## config.mk

```make
export PLATFORM = sky130hd
export DESIGN_NAME = mem_arbiter
export DESIGN_NICKNAME = d
export VERILOG_FILES = /design/src/rtl/mem_arb_pkg.sv /design/src/rtl/mem_arb_grant.sv /design/src/rtl/mem_arbiter.sv
export SDC_FILE = /design/constraint.sdc
export NUM_CORES = 1
export LEC_CHECK = 0
export CAP_MARGIN = 20
export CORE_AREA = 3 3 105 107
export DETAILED_ROUTE_END_ITERATION = 8
export DIE_AREA = 0 0 108 110
export DONT_BUFFER_PORTS = 1
export PLACE_DENSITY = 0.68
export SLEW_MARGIN = 15
export SYNTH_ARGS = -nofsm -noshare
export SYNTH_HDL_FRONTEND = slang
export SYNTH_HIERARCHICAL = 1
export SYNTH_SLANG_ARGS = --single-unit
```

## constraint.sdc

```tcl
create_clock -name clk -period 6.8 [get_ports clk]
set_input_delay 1.02 -clock clk [delete_from_list [all_inputs] [get_ports clk]]
set_output_delay 1.02 -clock clk [all_outputs]
set_load 0.02 [all_outputs]
```

## src/rtl/mem_arb_pkg.sv

```systemverilog
// Shared types and constants for the two-port memory arbiter.
package mem_arb_pkg;

  // Sequencer states: accept, strobe memory, wait out read latency, respond.
  typedef enum logic [1:0] {
    IDLE  = 2'd0,
    ISSUE = 2'd1,
    WAIT  = 2'd2,
    RESP  = 2'd3
  } state_t;

  // Which requester owns the transaction in flight.
  typedef enum logic {
    PORT_IF = 1'b0,
    PORT_D  = 1'b1
  } port_t;

  // funct3 access codes as understood by mmio.
  localparam logic [2:0] ACC_LB  = 3'b000;
  localparam logic [2:0] ACC_LH  = 3'b001;
  localparam logic [2:0] ACC_LW  = 3'b010;
  localparam logic [2:0] ACC_LBU = 3'b100;
  localparam logic [2:0] ACC_LHU = 3'b101;

  // Command captured at acceptance and replayed onto the memory port.
  typedef struct packed {
    port_t       port;
    logic        store;
    logic [2:0]  access;
    logic [31:0] addr;
    logic [31:0] wdata;
  } cmd_t;

endpackage

```

## src/rtl/mem_arb_grant.sv

```systemverilog
// Combinational grant logic: data has priority unless fetch has been
// passed over STARVE_LIMIT times in a row while it was waiting.
module mem_arb_grant #(
  parameter int STARVE_LIMIT = 4,
  parameter int CW           = 3
) (
  input  logic          i_if_valid,
  input  logic          i_d_valid,
  input  logic          i_idle,
  input  logic [CW-1:0] i_starve_cnt,
  output logic          o_if_ready,
  output logic          o_d_ready
);

  logic w_starved;

  assign w_starved  = (i_starve_cnt == CW'(STARVE_LIMIT));

  // Exactly one ready can be high: the two terms are mutually exclusive.
  assign o_d_ready  = i_idle && i_d_valid && !(i_if_valid && w_starved);
  assign o_if_ready = i_idle && i_if_valid && (!i_d_valid || w_starved);

endmodule

```

## src/rtl/mem_arbiter.sv

```systemverilog
// Shares one mmio port between instruction fetch and load/store.
// One transaction at a time: accept, one-cycle strobe, fixed read
// latency, one-cycle response pulse to the owning requester.
module mem_arbiter
  import mem_arb_pkg::*;
#(
  parameter int MEM_LATENCY  = 1,
  parameter int STARVE_LIMIT = 4
) (
  input  logic        clk,
  input  logic        rst,
  input  logic        if_req_valid,
  output logic        if_req_ready,
  input  logic [31:0] if_req_addr,
  output logic        if_rsp_valid,
  output logic [31:0] if_rsp_data,
  input  logic        d_req_valid,
  output logic        d_req_ready,
  input  logic        d_req_store,
  input  logic [2:0]  d_req_access,
  input  logic [31:0] d_req_addr,
  input  logic [31:0] d_req_wdata,
  output logic        d_rsp_valid,
  output logic [31:0] d_rsp_data,
  output logic        mem_load,
  output logic        mem_store,
  output logic [2:0]  mem_access,
  output logic [31:0] mem_addr,
  output logic [31:0] mem_wdata,
  input  logic [31:0] mem_rdata
);

  localparam int LW = (MEM_LATENCY > 1) ? $clog2(MEM_LATENCY) : 1;
  localparam int CW = (STARVE_LIMIT > 0) ? $clog2(STARVE_LIMIT + 1) : 1;

  state_t        r_state;
  cmd_t          r_cmd;
  logic [LW-1:0] r_lat_cnt;
  logic [CW-1:0] r_starve_cnt;
  logic [31:0]   r_rsp_data;

  logic w_idle;
  logic w_if_grant;
  logic w_d_grant;
  logic w_issue;
  logic w_resp;

  // Readies are suppressed while reset is held, even though state reads IDLE.
  assign w_idle     = (r_state == IDLE) && !rst;
  assign w_if_grant = if_req_valid && if_req_ready;
  assign w_d_grant  = d_req_valid && d_req_ready;
  assign w_issue    = (r_state == ISSUE);
  assign w_resp     = (r_state == RESP);

  mem_arb_grant #(
    .STARVE_LIMIT (STARVE_LIMIT),
    .CW           (CW)
  ) u_grant (
    .i_if_valid   (if_req_valid),
    .i_d_valid    (d_req_valid),
    .i_idle       (w_idle),
    .i_starve_cnt (r_starve_cnt),
    .o_if_ready   (if_req_ready),
    .o_d_ready    (d_req_ready)
  );

  // Sequencer: latch a command, strobe once, count latency, respond once.
  always_ff @(posedge clk or posedge rst) begin
    if (rst) begin
      r_state    <= IDLE;
      r_cmd      <= '0;
      r_lat_cnt  <= '0;
      r_rsp_data <= '0;
    end else begin
      case (r_state)
        IDLE: begin
          if (w_if_grant) begin
            r_cmd.port   <= PORT_IF;
            r_cmd.store  <= 1'b0;
            r_cmd.access <= ACC_LW;
            r_cmd.addr   <= if_req_addr;
            r_cmd.wdata  <= '0;
            r_state      <= ISSUE;
          end else if (w_d_grant) begin
            r_cmd.port   <= PORT_D;
            r_cmd.store  <= d_req_store;
            r_cmd.access <= d_req_access;
            r_cmd.addr   <= d_req_addr;
            r_cmd.wdata  <= d_req_wdata;
            r_state      <= ISSUE;
          end
        end
        ISSUE: begin
          if (r_cmd.store) begin
            // Stores complete immediately and answer with zero data.
            r_rsp_data <= '0;
            r_state    <= RESP;
          end else begin
            r_lat_cnt  <= LW'(MEM_LATENCY - 1);
            r_state    <= WAIT;
          end
        end
        WAIT: begin
          if (r_lat_cnt == '0) begin
            r_rsp_data <= mem_rdata;
            r_state    <= RESP;
          end else begin
            r_lat_cnt  <= r_lat_cnt - 1'b1;
          end
        end
        RESP: begin
          r_state <= IDLE;
        end
        default: begin
          r_state <= IDLE;
        end
      endcase
    end
  end

  // Starvation counter: data grants that passed over a waiting fetch.
  always_ff @(posedge clk or posedge rst) begin
    if (rst) begin
      r_starve_cnt <= '0;
    end else if (w_if_grant) begin
      r_starve_cnt <= '0;
    end else if (w_d_grant && if_req_valid && (r_starve_cnt != CW'(STARVE_LIMIT))) begin
      r_starve_cnt <= r_starve_cnt + 1'b1;
    end
  end

  assign mem_load     = w_issue && !r_cmd.store;
  assign mem_store    = w_issue && r_cmd.store;
  assign mem_access   = r_cmd.access;
  assign mem_addr     = r_cmd.addr;
  assign mem_wdata    = r_cmd.store ? r_cmd.wdata : '0;

  assign if_rsp_valid = w_resp && (r_cmd.port == PORT_IF);
  assign d_rsp_valid  = w_resp && (r_cmd.port == PORT_D);
  assign if_rsp_data  = (r_cmd.port == PORT_IF) ? r_rsp_data : '0;
  assign d_rsp_data   = (r_cmd.port == PORT_D) ? r_rsp_data : '0;

endmodule

```

==> flow_metrics.tcl <==
set metrics [dict create \
    routed_wl_mm 13.3 \
    share_comb_of_total_power_pct 40.2 \
    row_count 37 \
    ys_ff_latch 106 \
    slowest_delay_ns 0.82 \
    path_class "reg2reg" \
    grt_max_degree 78 \
    cpMaxStageDelayCell "nor2_4" \
    fin_crit_sh_pct 58.9 \
    track_usage_pct 21.5 \
    syn_inst 576 \
    hold_path_class "reg2reg" \
    htreeDepth 3 \
    tns_ns 0 \
    postCtsSetupBuffers 0 \
    die_w_um 108 \
    intPower_mw 1.45 \
    final_common_cell "dfrtp_1" \
    pre_cts_slack_ns 2.79 \
    clk_latency_ns 0.36 \
    grt_pass1_vias 3694 \
    synth_nets 719 \
    p_sw_share_pct 47.4 \
    place_congestion 0.782 \
    synth_warnings 6 \
    clock_sinks 106 \
    crit_end "r_cmd[68]" \
    seq_area_frac_synth_pct 46.5 \
    ys_async_sr_fraction_pct 100 \
    start_kind "register" \
    area_growth_pct -2.08 \
    tightest_slew_ns 0.992 \
    p_switching_mw 1.31 \
    crit_chain "inv_1, ha_2, buf_4, inv_2, nor2_1, nand2_1, a21oi_1, buf_4, a22oi_4, nor2_4, mux2_2" \
    maxCapViolations 0 \
    synth_cell_types 38 \
    cp-startpoint "r_state[0]" \
    wl_per_cell_um 20.5 \
    rsz0062_at_grt "no" \
    vdd_drop_max_v 0.000209 \
    dieArea_mm2 0.0119 \
    nFillCells 934 \
    timing.rr.end "r_cmd[68]" \
    clock_skew_ns 0.00955 \
    ios 273 \
    fin_area_mm2 0.00559 \
    finalHoldViolations 0 \
    cts_made_buffers 9 \
    vias 3867 \
    max_freq_mhz 250 \
    reg2reg_depth 11 \
    post-route-drc-count 0 \
    dp_hpwl_mm 9.46 \
    relSlewSlack_pct 33.7 \
    status "complete, no violations" \
    timing.final.ws_setup_ns 2.79 \
    final_cell_mix "dfrtp_1, and2_1, a21oi_1" \
    critPathArrivalTime_ns 4.25 \
    end_kind "register" \
    synth_area_mm2 0.00571 \
    antenna_found_initial 0 \
    finalCriticalPeriod_ns 4.01 \
    crit_path_frequent_cell "buf_4" \
    stdcell_count 648 \
    p_leak_nw 2.75 \
    rrSetupSlack_ns 2.79 \
    pwr-share-clk_pct 15.2 \
    placed_cell_area_mm2 0.00538 \
    portBuffers 0 \
    synth.avg_cell_area_um2 9.91 \
    core_mm2 0.0102 \
    power-per-cell-area_mw_per_mm2 493 \
    worstPathRequired_ns 7.05 \
    nets 650 \
    cts_resized 0 \
    drtIter0Drc 273 \
    seqPwrFrac_pct 44.6 \
    critPathMaxFanout 69 \
    grt_pass1_wl_mm 19.8 \
    die_h_um 110 \
    diodes 0 \
    initial_utilization_pct 55.8 \
    finalMaxSlewViolations 0 \
    synth_edf_count 0 \
    root_buffer "clkbuf_8" \
    drtAntennaViolNets 0 \
    globalRoute.totalOverflow 0 \
    cts_tree "done" \
    setup_viol 0 \
    via_per_inst 5.97 \
    drive_above_1_share_pct 9.38 \
    placed_cells 632 \
    first_pass_iters 4 \
    synth_ff_type "dfrtp_1" \
    reg2reg_from "r_state[0]" \
    hold_buffers 0 \
    clockBufferDepth 2 \
    total_power_mw 2.76 \
    path_clk_slew_ns 0.10 \
]
kinds of logic after synthesis:
kind of cell | Yosys count | synth area share (%)
simple gates | 175 | 17.6
flops | 106 | 46.5
mux | 33 | 5.81
fa+ha+maj | 7 | 1.53
buf+inv | 104 | 11.1
compound gates | 151 | 17.5
per-stage QoR:
stage	hold WS, ns	utilization (%)
final	0.505	54.6
after global routing	0.503	54.6
after CTS	0.503	54.6
after detailed placement	0.481	52.6
after global placement	0.476	52.6
after floorplan	0.457	-
metal layers:
layer | up-vias | GRT usage, % | share of wire, %
met1 | 1863 | 26.2 | 39
li1 | 1814 | - | -
met4 | 0 | 5.77 | 1.2
met2 | 180 | 36.1 | 50
met5 | - | 0 | 0
met3 | 10 | 7.98 | 10
power by group through the flow:
| stage | sequential [mW] | clock [mW] | combinational (mW) |
|---|---|---|---|
| 6_report | 1.23 | 0.419 | 1.11 |
| 3_3_place_gp | 1.24 | 0 | 1.09 |
| 3_5_place_dp | 1.25 | 0 | 1.12 |
| 5_1_grt | 1.27 | 0.456 | 1.24 |
| 2_1_floorplan | 1.02 | 0 | 1.29 |
| 4_1_cts | 1.23 | 0.428 | 1.12 |
cell usage after synthesis (8+ instances only):
library cell / n / area share (%)
nor2b_1: 36 / 3.9
a21oi_2: 17 / 2.6
and2_1: 60 / 6.6
inv_1: 15 / 0.99
mux2i_1: 32 / 5.6
buf_4: 44 / 5.8
nand4_1: 36 / 3.9
a22o_1: 33 / 5.1
buf_6: 8 / 1.6
dfrtp_1: 106 / 46
a21oi_1: 50 / 4.4
buf_2: 13 / 1.1
o21ai_0: 36 / 3.2
nand2_1: 31 / 2.0
clkbuf_1: 21 / 1.4
how the worst min path moves through the flow:
stage	startpoint	end	slack (ns)	cells past startpoint
after detailed placement	r_cmd[6]	r_cmd[6]	0.48	2
after floorplan	r_cmd[25]	r_cmd[25]	0.46	2
after CTS	rst	mem_addr[20]	0.50	1
after global placement	r_cmd[30]	r_cmd[30]	0.48	2
after global routing	rst	mem_addr[20]	0.50	1
final	r_cmd[6]	r_cmd[6]	0.50	2
area by class of cell:
| type | count | area, µm² | share of cell area, % |
|---|---|---|---|
| Tap cell | 136 | 170 | 3.04 |
| Inverter | 16 | 62.6 | 1.12 |
| Clock inverter | 4 | 76.3 | 1.37 |
| Multi-Input combinational cell | 366 | 2430 | 43.5 |
| Sequential cell | 106 | 2650 | 47.5 |
| Clock buffer | 12 | 135 | 2.42 |
| Timing Repair Buffer | 8 | 60.1 | 1.07 |
critical path, delay by kind of cell, from the launching register on:
kind	cells	cell delay, ns
buffers and inverters	4	1.36
AND/OR/NAND/NOR	3	1.13
flip-flops	1	0.41
multiplexers	1	0.41
AO/OA/AOI/OAI	2	0.36
adder cells (fa/ha/maj)	1	0.19
flip-flops by register name (all words and copies together), names as in the netlist:
register,flops
mem_access,3
r_state,2
r_cmd,34
r_rsp_data,32
r_starve_cnt,3
mem_addr,32
Note: power is estimated with default switching activity, not from simulation.
